### config.mk
export PLATFORM = sky130hd
export DESIGN_NAME = alu_seq_ctrl_flat
export DESIGN_NICKNAME = d
export VERILOG_FILES = /design/src/rtl/alu_seq_if.sv /design/src/rtl/alu_seq_ctrl.sv /design/src/flat_wrapper.sv
export SDC_FILE = /design/constraint.sdc
export NUM_CORES = 1
export LEC_CHECK = 0
export ABC_AREA = 1
export CAP_MARGIN = 20
export CORE_UTILIZATION = 32
export CTS_CLUSTER_SIZE = 12
export DETAILED_ROUTE_END_ITERATION = 16
export PLACE_DENSITY = 0.58
export SYNTH_ARGS = -nofsm -noshare
export SYNTH_HDL_FRONTEND = slang
export SYNTH_SLANG_ARGS = --single-unit
### constraint.sdc
create_clock -name clk -period 3.73 [get_ports clk]
set_clock_uncertainty 0.05 [all_clocks]
set_input_delay 0.373 -clock clk [delete_from_list [all_inputs] [get_ports clk]]
set_output_delay 0.373 -clock clk [all_outputs]
set_load 0.005 [all_outputs]
### src/rtl/alu_seq_if.sv
// ALU-side bus of the micro-sequencer: operands/opcode out, result and flag back.
// The ALU is purely combinational; the sequencer samples result and flag one cycle after driving operands.
interface alu_seq_if;
  logic [3:0] alu_a;
  logic [3:0] alu_b;
  logic [2:0] alu_opcode;
  logic [3:0] alu_result;
  logic       alu_zero;

  modport master (output alu_a, alu_b, alu_opcode, input alu_result, alu_zero);
  modport slave  (input alu_a, alu_b, alu_opcode, output alu_result, alu_zero);
endinterface

### src/rtl/alu_seq_ctrl.sv
// Three-cycle micro-sequencer (FETCH/EXEC/WRITE) driving an external ALU from a 16-word program store.
// Optional watchdog on retired instructions per run is enabled by defining ALU_SEQ_WDOG_EN.
module alu_seq_ctrl #(
  parameter logic [7:0] WDOG_LIMIT = 8'd255
) (
  input  logic              clk,
  input  logic              rst,
  input  logic              start,
  input  logic              prog_we,
  input  logic [3:0]        prog_addr,
  input  logic [15:0]       prog_data,
  input  logic [1:0]        dbg_sel,
  output logic [3:0]        dbg_data,
  alu_seq_if.master         alu,
  output logic [3:0]        pc,
  output logic              busy,
  output logic              done,
  output logic [7:0]        retired,
  output logic              err,
  output logic [2:0]        dbg_state
);

  typedef enum logic [2:0] {
    S_IDLE  = 3'd0,
    S_FETCH = 3'd1,
    S_EXEC  = 3'd2,
    S_WRITE = 3'd3,
    S_HALT  = 3'd4
  } state_t;

  if (WDOG_LIMIT == 8'd0) begin : g_bad_limit
    $error("alu_seq_ctrl: WDOG_LIMIT must be in 1..255");
  end

  state_t      state, state_n;
  logic [15:0] mem [16];
  logic [3:0]  regs [4];
  logic [15:0] ir;
  logic [3:0]  res_q;
  logic        zero_q;
  logic        wdog_trip;
  logic        ir_unused;

  logic [2:0] op;
  logic [1:0] rd;
  logic [3:0] imm;
  assign op  = ir[15:13];
  assign rd  = ir[11:10];
  assign imm = ir[3:0];
  assign ir_unused = ^ir[5:4];

  assign busy      = (state == S_FETCH) || (state == S_EXEC) || (state == S_WRITE);
  assign dbg_state = state;
  assign dbg_data  = regs[dbg_sel];

  assign alu.alu_a      = regs[ir[9:8]];
  assign alu.alu_b      = regs[ir[7:6]];
  assign alu.alu_opcode = op;

`ifdef ALU_SEQ_WDOG_EN
  logic err_q;
  // Trips on the instruction that would bring the count to the limit, unless it halts anyway.
  assign wdog_trip = (({1'b0, retired} + 9'd1) == {1'b0, WDOG_LIMIT}) && !ir[12];
  assign err = err_q;

  always_ff @(posedge clk) begin
    if (rst) begin
      err_q <= 1'b0;
    end else if ((state == S_IDLE || state == S_HALT) && start) begin
      err_q <= 1'b0;
    end else if (state == S_WRITE && wdog_trip) begin
      err_q <= 1'b1;
    end
  end
`else
  assign wdog_trip = 1'b0;
  assign err       = 1'b0;
`endif

  always_ff @(posedge clk) begin
    if (rst) state <= S_IDLE;
    else     state <= state_n;
  end

  always_comb begin
    state_n = state;
    case (state)
      S_IDLE, S_HALT: if (start) state_n = S_FETCH;
      S_FETCH:        state_n = S_EXEC;
      S_EXEC:         state_n = S_WRITE;
      S_WRITE:        state_n = (ir[12] || wdog_trip) ? S_HALT : S_FETCH;
      default:        state_n = S_IDLE;
    endcase
  end

  // The store survives reset so a harness can reload only what changed.
  always_ff @(posedge clk) begin
    if (prog_we && !busy) mem[prog_addr] <= prog_data;
  end

  always_ff @(posedge clk) begin
    if (rst) begin
      pc      <= 4'd0;
      ir      <= 16'd0;
      regs    <= '{default: 4'd0};
      retired <= 8'd0;
      res_q   <= 4'd0;
      zero_q  <= 1'b0;
      done    <= 1'b0;
    end else begin
      done <= (state == S_WRITE) && (state_n == S_HALT);
      case (state)
        S_IDLE, S_HALT: begin
          if (start) begin
            pc      <= 4'd0;
            retired <= 8'd0;
          end
        end
        S_FETCH: ir <= mem[pc];
        S_EXEC: begin
          res_q  <= alu.alu_result;
          zero_q <= alu.alu_zero;
        end
        S_WRITE: begin
          if (op <= 3'd4)      regs[rd] <= res_q;
          else if (op == 3'd7) regs[rd] <= imm;
          // Branches (beq/bne) redirect on the ALU flag; pc wraps naturally at 4 bits.
          if ((op == 3'd5 || op == 3'd6) && zero_q) pc <= imm;
          else                                      pc <= pc + 4'd1;
          if (retired != 8'hFF) retired <= retired + 8'd1;
        end
        default: ;
      endcase
    end
  end

endmodule

### src/flat_wrapper.sv
// flat-port wrapper written by rule: the top's interface ports become plain ports
module alu_seq_ctrl_flat 
#(
  parameter logic [7:0] WDOG_LIMIT = 8'd255
)
  (clk, rst, start, prog_we, prog_addr, prog_data, dbg_sel, dbg_data, pc, busy, done, retired, err, dbg_state, alu_alu_a, alu_alu_b, alu_alu_opcode, alu_alu_result, alu_alu_zero);
  alu_seq_if alu_i ();
  input  logic clk;
  input  logic rst;
  input  logic start;
  input  logic prog_we;
  input  logic [3:0] prog_addr;
  input  logic [15:0] prog_data;
  input  logic [1:0] dbg_sel;
  output logic [3:0] dbg_data;
  output logic [3:0] pc;
  output logic busy;
  output logic done;
  output logic [7:0] retired;
  output logic err;
  output logic [2:0] dbg_state;
  output wire logic [$bits(alu_i.alu_a)-1:0] alu_alu_a;
  output wire logic [$bits(alu_i.alu_b)-1:0] alu_alu_b;
  output wire logic [$bits(alu_i.alu_opcode)-1:0] alu_alu_opcode;
  input wire logic [$bits(alu_i.alu_result)-1:0] alu_alu_result;
  input wire logic [$bits(alu_i.alu_zero)-1:0] alu_alu_zero;
  assign alu_alu_a = alu_i.alu_a;
  assign alu_alu_b = alu_i.alu_b;
  assign alu_alu_opcode = alu_i.alu_opcode;
  assign alu_i.alu_result = alu_alu_result;
  assign alu_i.alu_zero = alu_alu_zero;
  alu_seq_ctrl #(.WDOG_LIMIT(WDOG_LIMIT)) u_core (.clk(clk), .rst(rst), .start(start), .prog_we(prog_we), .prog_addr(prog_addr), .prog_data(prog_data), .dbg_sel(dbg_sel), .dbg_data(dbg_data), .alu(alu_i), .pc(pc), .busy(busy), .done(done), .retired(retired), .err(err), .dbg_state(dbg_state));
endmodule
=== After elaboration in Yosys (flattened, before gate mapping) ===
Memory sizes are Yosys's and may differ from the RTL's. A register that Yosys moved wholly into a read port is not among the register bits.
Index checks and enable logic that the tools add are counted.

* Add/sub/neg operators: 2
* Magnitude comparators: 6
* Eq/ne operators: 11
* Mux-type cells: 26
* Bitwise gates (word level): 4
* Reductions and logical operators: 15

{| class="wikitable"
|+ Operators by type and width
! kind !! number
|-
| $mux W4 || 9
|-
| $bwmux W16 || 2
|-
| $mux W16 || 2
|-
| $bmux W4 S2 || 3
|-
| $mux W8 || 2
|-
| $pmux W8 S2 || 1
|-
| $eq A3 B3 Y1 const B || 5
|-
| $ge A3 B3 Y1 const B || 4
|-
| $not A2 Y3 || 4
|-
| $pmux W3 S4 || 1
|-
| $add A8 B1 Y8 const B || 1
|-
| $demux W4 S2 || 1
|-
| $ne A8 B8 Y1 const B || 1
|-
| $pmux W4 S2 || 1
|-
| $eq A3 B2 Y1 const B || 2
|-
| $mux W3 || 2
|-
| $add A4 B1 Y4 const B || 1
|-
| $logic_and A1 B1 Y1 || 4
|-
| $ne A2 B2 Y1 const B || 2
|-
| $reduce_and A2 Y1 || 2
|-
| $reduce_bool A2 Y1 || 2
|-
| $eq A3 B1 Y1 const B || 1
|-
| $le A3 B3 Y1 const B || 1
|-
| $logic_not A3 Y1 || 1
|-
| 6 further kinds || 9
|}

* Flip-flop bits (word level): 37
* Bits in writable memories: 256
* Input bits: 31
* Output and inout port bits: 33
* Logic and storage cells: 75
* Memories: 1

{| class="wikitable"
|+ Memory list
! name !! depth !! bits a word !! rd ports !! clocked after Yosys merged registers in !! wr ports !! RTL line !! RTL
|-
| u_core.mem || 16 || 16 || 1 || 1 || 1 || alu_seq_ctrl.sv:36 || <nowiki>logic [15:0] mem [16];</nowiki>
|}

=== Logic depth before layout (Yosys ltp) ===
Gate-level depths: netlist of run 1.

* Depth after elaboration: 8
* Depth in mapped cells: 12
* Depth with buffers taken out: 10

=== Worst setup path after synthesis of run 1 ===
Ideal clock, no wire load.

* Path kind: register to register
* Start: register u_core.state[1], in the netlist u_core.dbg_state[1]
* End: memory u_core.mem[12][0] (enable)
* Arrival time: 1.649 ns
* Required time: 3.296 ns
* Slack: 1.647 ns
* Stages on the path, launching flop included: 6
* Clock period less this slack: 2.083 ns
* Cell sequence: dfxtp_1 -> nor2_1 -> nor2_1 -> nor2_1 -> nand3_1 -> nor2_1

* Word-level cells in the longest chain between the ends: 7

{| class="wikitable"
|+ Ends and longest elaborated chain
! element !! RTL line !! RTL
|-
| start: declaration || alu_seq_ctrl.sv:35 || <nowiki>state_t state, state_n;</nowiki>
|-
| start signal: assignment || alu_seq_ctrl.sv:82 || <nowiki>else state <= state_n;</nowiki>
|-
| $eq A3 B1 Y1 or $eq A3 B2 Y1 (tied branches) || alu_seq_ctrl.sv:52 || <nowiki>assign busy = (state == S_FETCH) || (state == S_EXEC) || (state == S_WRITE);</nowiki>
|-
| $logic_or A1 B1 Y1 || alu_seq_ctrl.sv:52 ||
|-
| $logic_or A1 B1 Y1 (*) || alu_seq_ctrl.sv:52 ||
|-
| net busy || flat_wrapper.sv:17 || <nowiki>output logic busy;</nowiki>
|-
| $logic_not A1 Y1 (*) || alu_seq_ctrl.sv:98 || <nowiki>if (prog_we && !busy) mem[prog_addr] <= prog_data;</nowiki>
|-
| $logic_and A1 B1 Y1 (*) || alu_seq_ctrl.sv:98 ||
|-
| $mux W1 (*) || alu_seq_ctrl.sv:98 ||
|-
| $mux W1 (implied by the code) (*) || alu_seq_ctrl.sv:98 ||
|-
| end: declaration || alu_seq_ctrl.sv:36 ||
|}

The timed path passes the listed nets; every way through them passes the cells marked *.

=== Worst setup path after layout of run 1 ===
* Start: register u_core.state[1], in the netlist u_core.dbg_state[1]
* End: memory u_core.mem[3][11] (enable)

* Word-level cells in the longest chain between the ends: 7

{| class="wikitable"
|+ Ends and longest elaborated chain
! element !! RTL line
|-
| $eq A3 B1 Y1 or $eq A3 B2 Y1 (tied branches) || alu_seq_ctrl.sv:52
|-
| $logic_or A1 B1 Y1 || alu_seq_ctrl.sv:52
|-
| $logic_or A1 B1 Y1 (*) || alu_seq_ctrl.sv:52
|-
| $logic_not A1 Y1 (*) || alu_seq_ctrl.sv:98
|-
| $logic_and A1 B1 Y1 (*) || alu_seq_ctrl.sv:98
|-
| $mux W1 (*) || alu_seq_ctrl.sv:98
|-
| $mux W1 (implied by the code) (*) || alu_seq_ctrl.sv:98
|}

Every way passes the cells marked *; elsewhere a longest branch is shown, timed or not.

==> results_dict.tcl, run 1 <==
set metrics [dict create \
    ant_nets 0 \
    synth-warning-count 0 \
    ys_ff_latch 275 \
    syn_inst 1288 \
    synthArstFlopShare_pct 0 \
    timing.final.crit_share_pct 68.9 \
    overflow 0 \
    worstPathArrival_ns 2.78 \
    cts_root_buffer "clkbuf_16" \
    tightest_slew_ns 1.04 \
    antenna_found_initial 1 \
    max_freq_ghz 0.389 \
    fp-row-count 71 \
    critPathSlowestCell "nor2_1" \
    insertedDiodeCount 0 \
    synth_top_area_share_pct 55.2 \
    first_pass_iters 5 \
    ys_top_cells_by_count "nand2_1 (387), edfxtp_1 (224), inv_1 (172), nand3_1 (171), nor2_1 (90)" \
    tns_ns 0 \
    cts_setup_buffers 0 \
    hold_depth 2 \
    syn_avg_cell_area_um2 9.46 \
    r2r_setup_slack_ns 1.16 \
    io_buffers 60 \
    multiInputGateArea_um2 3400 \
    fin_hold_ws_ns 0.407 \
    path_cells "nor2_1, nor2_1, nor2_1, nand2_1, nor2_1, buf_4" \
    crit_fanout 9 \
    crit_required_ns 3.94 \
    cp_num_cells 6 \
    grt_pass1_wl_um 44600 \
    maxCapViolCount 0 \
    grt_max_degree 62 \
    ctsHoldBuffers 0 \
    reg2reg_depth 6 \
    wl_per_cell_um 15.6 \
    vias_per_cell 4.66 \
    power_uw 6600 \
    start_util_pct 32.4 \
    yosysSeqAreaShare_pct 63.6 \
    finalSetupViolCount 0 \
    critPathTopFamily "simple AND/OR/NAND/NOR gates" \
    power_density_nw_per_um2 465 \
    min_period_ns 2.57 \
    status "finished clean" \
    post-dp-hpwl_um 17700 \
    clk_pin_slew_ns 0.06 \
    vias 8755 \
    die-area_um2 38900 \
    r2r_end "u_core.mem[3][11]" \
    critPathMostFrequentCell "nor2_1" \
    drive_gt1_share_pct 6.58 \
    wl_um 29300 \
    seq_area_um2 7750 \
    netlist_top_cells_area "edfxtp_1 (55%), nand2_1 (12%), dfxtp_1 (8.4%)" \
    final_cells 1879 \
    synth_nets 1321 \
    relSlewSlack_pct 30.3 \
    max_stage_delay_ns 0.54 \
    clkLatencyLatePin_ns 0.57 \
    startpoint "u_core.dbg_state[1]" \
    synthFlopType "edfxtp_1" \
    area_growth_pct 16.6 \
    grt_pass1_vias 7845 \
    timing.rr.start "u_core.dbg_state[1]" \
    post_dp_cell_area_um2 13300 \
    yosysMostFrequentCell "nand2_1" \
    grt.total_usage_pct 15.0 \
    place_inst 1831 \
    rsz0062_at_grt "false" \
    end_kind "register" \
    die_h_um 197 \
    drv_slew 0 \
    clock_path_buffers 3 \
    worstSetupPathType "reg -> reg" \
    synth_largest_area_cell "edfxtp_1" \
    drc_errors 0 \
    nets 1384 \
    cts.repair.resized 0 \
    numCtsBuffers 29 \
    stdcell_area_um2 14200 \
    synth_edf_count 224 \
    htreeDepth 1 \
    cts.sinks 275 \
    cts_tree "done" \
    min_path_type "reg -> reg" \
    crit_path_end "u_core.mem[3][11]" \
    crit_buf_inv 1 \
    p_leak_uw 0.00571 \
    first_iter_violations 782 \
    die_w_um 197 \
    finalHoldViolCount 0 \
    io_pins 64 \
    core_um2 37600 \
    place_congestion 0.860 \
    nFillCells 3731 \
    synth_area_um2 12200 \
    ir_drop_mv 0.341 \
    startpoint_type "register" \
    yosysUniqueCellTypes 36 \
]
sequential cells by signal (all words and copies together) (netlist names):
name,cells
u_core.done,1
u_core.dbg_state,3
u_core.retired,8
u_core.ir,14
u_core.res_q,4
u_core.mem,224
u_core.zero_q,1
u_core.regs,16
u_core.pc,4
stage by stage:
stage               setup slack (ns)  utilization [%]
finish                          1.16             37.8
CTS                             1.13             37.8
global route                   0.986             37.8
floorplan                       1.65                -
global placement               0.989             35.5
detailed placement              1.02             35.5
routing by layer:
metal | track usage, % | routed length, um | up-vias
met5 | 0 | 13 | -
met4 | 4.48 | 722 | 2
met3 | 1.91 | 1770 | 50
met2 | 22.5 | 12600 | 274
met1 | 22.5 | 14200 | 4111
li1 | - | - | 4318
where the power goes:
part	leakage (uW)	internal [uW]	switching [uW]
registers	0.00244	3380	43.9
logic	0.00285	179	307
clock network	0.000422	1550	1150
total	0.00571	5110	1500
cells in the final DEF (no fill, tap or decap), types with 2 or more instances in the layout:
cell type	count
clkbuf_16	30
inv_4	2
nand2_2	2
xnor2_1	2
buf_4	31
o21a_1	3
ha_1	2
o21ai_0	49
clkinv_1	3
o21ai_1	5
clkbuf_1	11
nand2_1	387
clkdlybuf4s50_1	60
o22ai_1	12
nor2_4	4
o21ai_2	2
a21oi_1	31
inv_2	5
or2_1	4
inv_1	171
edfxtp_1	224
nand3_1	171
dfxtp_1	49
clkinv_2	2
nor2_1	90
final cells by class:
type / count / area share, %
clock buffer: 42 / 5.63
multi-input combinational: 773 / 24.0
tap: 511 / 4.50
timing repair buffer: 92 / 6.01
clock inverter: 6 / 0.476
inverter: 180 / 4.83
sequential: 275 / 54.6
worst reg2reg max path, stage by stage (launching register included):
cell and delay, ns:
dfxtp_1 0.38, nor2_1 0.25, nor2_1 0.09, nor2_1 0.54
nand2_1 0.22, nor2_1 0.46, buf_4 0.30
worst min-delay path by stage:
stage / start / to / slack, ns
2_1_floorplan: u_core.res_q[1] / u_core.res_q[1] / 0.37
3_3_place_gp: u_core.res_q[3] / u_core.res_q[3] / 0.40
3_5_place_dp: u_core.res_q[3] / u_core.res_q[3] / 0.39
4_1_cts: u_core.res_q[3] / u_core.res_q[3] / 0.41
5_1_grt: u_core.res_q[3] / u_core.res_q[3] / 0.42
6_report: u_core.res_q[3] / u_core.res_q[3] / 0.41
kinds of logic (layout without fill, tap and decap cells):
family	Yosys count	after routing	synth area share, %
simple gates	663	663	22.9
fa+ha+maj	2	2	0.205
other cells	1	1	0.0308
buf+inv	240	320	8.48
xor+xnor	3	3	0.216
flops	275	275	63.6
compound gates	104	104	4.62
No activity file was read; power rests on OpenSTA's default activity.
==> inputs of run 2 (changes only) <==
- PLACE_DENSITY: 0.58 -> 0.6
- clock period: 3.73 -> 2.35 ns (I/O delays scaled with it)
==> run 2 against run 1 <==
Design area rose by 1.6%; hold slack got worse by 0.10 ns; power rose by 61%; sequential cell count did not move; utilization rose by 0.62 points; global-route usage rose by 0.40 points; register-to-register slack got worse by 0.73 ns; clock-buffer cell count rose by 4; critical path type is now reg -> out; largest power group unchanged.
==> results_dict.tcl, run 2 (same netlist as run 1, synthesis figures left out) <==
set metrics [dict create \
    nets 1395 \
    wl_per_cell_um 15.6 \
    die_w_um 197 \
    grt.total_usage_pct 15.4 \
    min_period_ns 2.25 \
    most-common-layout-cells "nand2_1 (387), edfxtp_1 (224), inv_1 (171), nand3_1 (171), nor2_1 (88)" \
    timing.final.crit_share_pct 95.6 \
    clk_pin_slew_ns 0.06 \
    vias 8695 \
    critPathSlowestCell "dfxtp_1" \
    drc_errors 0 \
    cts_root_buffer "clkbuf_16" \
    io_pins 64 \
    ctsHoldBuffers 0 \
    grt_max_degree 85 \
    end_kind "primary output" \
    tns_ns 0 \
    numCtsBuffers 29 \
    finalHoldViolCount 0 \
    post-route-util_pct 38.4 \
    crit_fanout 9 \
    io_buffers 60 \
    drive_gt1_share_pct 7.83 \
    relSlewSlack_pct 50.5 \
    cts_setup_buffers 0 \
    largest_register_ffs 224 \
    clkLatencyLatePin_ns 0.56 \
    fp-row-count 71 \
    post_dp_cell_area_um2 13500 \
    regMostFlops "u_core.mem" \
    max_stage_delay_ns 0.46 \
    nFillCells 3690 \
    fin_ws_ns 0.103 \
    cts.sinks 275 \
    htreeDepth 1 \
    startpoint_type "register" \
    start_util_pct 32.4 \
    p_leak_uw 0.00582 \
    final_common_cell "nand2_1" \
    top_regs "u_core.mem x224, u_core.regs x16, u_core.ir x14" \
    cts.repair.resized 0 \
    worstPathArrival_ns 1.96 \
    power_density_nw_per_um2 735 \
    antenna_found_initial 0 \
    core_um2 37600 \
    ir_drop_mv 0.550 \
    dp_slack_ns 0.292 \
    wl_um 29600 \
    clock_path_buffers 3 \
    vias_per_cell 4.60 \
    die_h_um 197 \
    ant_nets 0 \
    first_iter_violations 759 \
    area_growth_pct 18.5 \
    rsz0062_at_grt "false" \
    path_cells "inv_1, o21ai_0, o22ai_1, clkdlybuf4s50_1" \
    maxCapViolCount 0 \
    grt_pass1_vias 8072 \
    max_freq_ghz 0.445 \
    crit_required_ns 2.07 \
    final_cells 1891 \
    first_pass_iters 4 \
    drv_slew 0 \
    grt_pass1_wl_um 46200 \
    tightest_slew_ns 0.739 \
    status "finished clean" \
    post-dp-hpwl_um 18700 \
    place_inst 1842 \
    min_path_type "in -> reg" \
    stdcell_area_um2 14400 \
    cts_tree "done" \
    worstSetupPathType "reg -> out" \
    overflow 0 \
    finalSetupViolCount 0 \
    die-area_um2 38900 \
    insertedDiodeCount 0 \
    place_congestion 0.860 \
]
run 2: final timing paths:
check / startpoint / to / slack (ns) / depth (start not counted)
setup / recovery: u_core.ir[8] / alu_alu_a[1] / 0.10 / 4
hold / removal: alu_alu_result[0] / u_core.res_q[0] / 0.31 / 3
setup reg to reg: u_core.dbg_state[1] / u_core.mem[4][9] / 0.43 / 7
hold reg to reg: u_core.res_q[0] / u_core.res_q[0] / 0.41 / 2
run 2: final cells by class:
cell class,count,area (um2),share of cell area [%]
clock inverter,3,33.8,0.234
inverter,180,686,4.75
tap,511,639,4.43
clock buffer,46,876,6.07
multi-input combinational,773,3410,23.6
sequential,275,7750,53.7
timing repair buffer,103,1040,7.18
run 2: through the flow:
| step | power, uW | hold WS, ns |
|---|---|---|
| CTS | 10700 | 0.286 |
| floorplan | 5960 | 0.284 |
| detailed placement | 6330 | 0.397 |
| finish | 10600 | 0.308 |
| global route | 11000 | 0.334 |
| global placement | 6320 | 0.391 |
run 2: worst max-delay path: cells and delay by family (launching register included):
kind            cells  cell delay [ns]
compound gates      2             0.33
flops               1             0.46
buf+inv             2             0.63
run 2: routing by layer:
layer / track usage (%) / vias up / wire length (um)
met5: 0 / - / 0
li1: - / 4334 / -
met4: 4.19 / 0 / 624
met2: 23.9 / 281 / 12900
met3: 1.86 / 43 / 1760
met1: 22.5 / 4037 / 14300
run 2: report_power, final:
part,switching (uW),internal (uW),total [uW]
Combinational,496,298,794
Sequential,68.6,5370,5440
Clock,1820,2550,4370
==> inputs of run 3 (changes only) <==
- MAX_ROUTING_LAYER: default -> met4
==> run 3 against run 2 <==
First-iteration DRC count shrank 16%; register-to-register slack lost 0.06 ns; clock power is 3% lower; sequential share of layout area grew 0.088 points; routed wire length grew 0.43%; non-clock buffer count is 5 lower; critical path depth stayed put; hold slack worse by 0.025 ns; sequential power hardly changed; via count shrank 0.28%; maximum frequency is 1.8% higher; largest power group unchanged; highest routed layer unchanged.
==> results_dict.tcl, run 3 (same netlist as run 1, synthesis figures left out) <==
set metrics [dict create \
    status "finished clean" \
    final_cells 1885 \
    drc_errors 0 \
    hp-start "alu_alu_result[2]" \
    ir_drop_mv 0.536 \
    ctsHoldBuffers 0 \
    min_period_ns 2.21 \
    largest_register_ffs 224 \
    hold_depth 3 \
    fp-row-count 71 \
    place_congestion 0.870 \
    vias_per_cell 4.60 \
    top_regs "u_core.mem x224, u_core.regs x16, u_core.ir x14" \
    numCtsBuffers 29 \
    r2r_setup_slack_ns 0.37 \
    post-dp-hpwl_um 18500 \
    timing.final.crit_share_pct 93.9 \
    wl_um 29700 \
    overflow 0 \
    grt_max_degree 66 \
    tightest_slew_ns 0.778 \
    use_met3_pct 2.46 \
    r2r_end "u_core.mem[6][11]" \
    regMostFlops "u_core.mem" \
    p_leak_uw 0.00578 \
    grt.total_usage_pct 16.0 \
    relSlewSlack_pct 48.0 \
    drive_gt1_share_pct 7.42 \
    crit_fanout 9 \
    min_path_type "in -> reg" \
    nets 1390 \
    start_util_pct 32.4 \
    die-area_um2 38900 \
    startpoint_type "register" \
    grt_pass1_wl_um 46800 \
    grt_pass1_vias 8102 \
    worstPathArrival_ns 1.92 \
    tns_ns 0 \
    first_pass_iters 5 \
    clock_path_buffers 3 \
    max_freq_ghz 0.453 \
    first_iter_violations 637 \
    die_w_um 197 \
    io_buffers 60 \
    crit_required_ns 2.07 \
    grt_util_met1_pct 22.5 \
    gr-max-usage-layer "met2" \
    ant_nets 0 \
    most-common-layout-cells "nand2_1 (387), edfxtp_1 (224), inv_1 (171), nand3_1 (171), nor2_1 (88)" \
    p_clk_share_pct 40.4 \
    reg2reg_depth 7 \
    insertedDiodeCount 0 \
    globalRouteMet2Util_pct 23.7 \
    final_common_cell "nand2_1" \
    vias 8671 \
    drv_slew 0 \
    holdPathEnd "u_core.res_q[2]" \
    htreeDepth 1 \
    cts.sinks 275 \
    area_growth_pct 18.3 \
    swShare_pct 23.0 \
    p_seq_share_pct 52.0 \
    maxCapViolCount 0 \
    finalSetupViolCount 0 \
    antenna_found_initial 0 \
    intPower_uw 8060 \
    p_comb_share_pct 7.6 \
    cts_tree "done" \
    rsz0062_at_grt "false" \
    core_um2 37600 \
    io_pins 64 \
    cts_setup_buffers 0 \
    finalHoldViolCount 0 \
    clk_pin_slew_ns 0.06 \
    place_inst 1837 \
    die_h_um 197 \
    end_kind "primary output" \
    power_density_nw_per_um2 726 \
    timing.rr.start "u_core.dbg_state[1]" \
    cts_root_buffer "clkbuf_16" \
    worstSetupPathType "reg -> out" \
    power.switching_uw 2400 \
    wl_per_cell_um 15.8 \
    clkLatencyLatePin_ns 0.57 \
]
==> run 3: cell type report <==
class | instances | area, um2
Sequential cell | 275 | 7750
Fill cell | 3654 | 23200
Timing Repair Buffer | 98 | 1060
Clock buffer | 37 | 766
Clock inverter | 11 | 92.6
Inverter | 180 | 686
Multi-Input combinational cell | 773 | 3410
Tap cell | 511 | 639
==> run 3: how the worst max path moves through the flow <==
| stage | startpoint | end | slack [ns] |
|---|---|---|---|
| 3_5_place_dp | dbg_sel[0] | dbg_data[2] | 0.30 |
| 2_1_floorplan | u_core.dbg_state[1] | u_core.mem[12][0] | 0.27 |
| 6_report | u_core.ir[8] | alu_alu_a[1] | 0.14 |
| 4_1_cts | u_core.pc[0] | pc[0] | 0.02 |
| 5_1_grt | u_core.ir[8] | alu_alu_a[2] | 0.03 |
| 3_3_place_gp | dbg_sel[0] | dbg_data[3] | 0.32 |
==> run 3: repair_timing <==
item / CTS / global route
endpoints found under the hold margin: 0 / 0
resized for setup: 0 / 3
endpoints found under the setup margin: 0 / 7
==> run 3: power by group through the flow <==
stage / Clock [uW] / Sequential (uW) / Combinational [uW]
2_1_floorplan: 0 / 5510 / 450
3_3_place_gp: 0 / 5540 / 779
3_5_place_dp: 0 / 5540 / 792
4_1_cts: 4320 / 5440 / 795
5_1_grt: 4500 / 5450 / 886
6_report: 4230 / 5440 / 790
==> run 3: routing by layer <==
metal	routed length, um	vias up	share of wire [%]
met4	785	0	2.6
met3	1780	48	6.0
met2	12900	269	43
met5	0	-	0
li1	-	4324	-
met1	14200	4030	48
==> run 3: per-stage QoR <==
| stage | worst slack, ns | power, uW | utilization (%) | hold WS (ns) | cell area [um2] |
|---|---|---|---|---|---|
| 2_1_floorplan | 0.267 | 5960 | - | 0.284 | 12200 |
| 3_3_place_gp | 0.325 | 6320 | 36.1 | 0.387 | 13500 |
| 3_5_place_dp | 0.296 | 6340 | 36.1 | 0.390 | 13500 |
| 4_1_cts | 0.0233 | 10600 | 38.3 | 0.262 | 14400 |
| 5_1_grt | 0.0264 | 10800 | 38.4 | 0.286 | 14400 |
| 6_report | 0.144 | 10500 | 38.4 | 0.282 | 14400 |
==> run 3: worst max-delay path, stage by stage (launching register included) <==
cell and delay (ns):
dfxtp_2 0.35, inv_1 0.20, o21ai_0 0.12, o22ai_1 0.17, clkdlybuf4s50_1 0.54
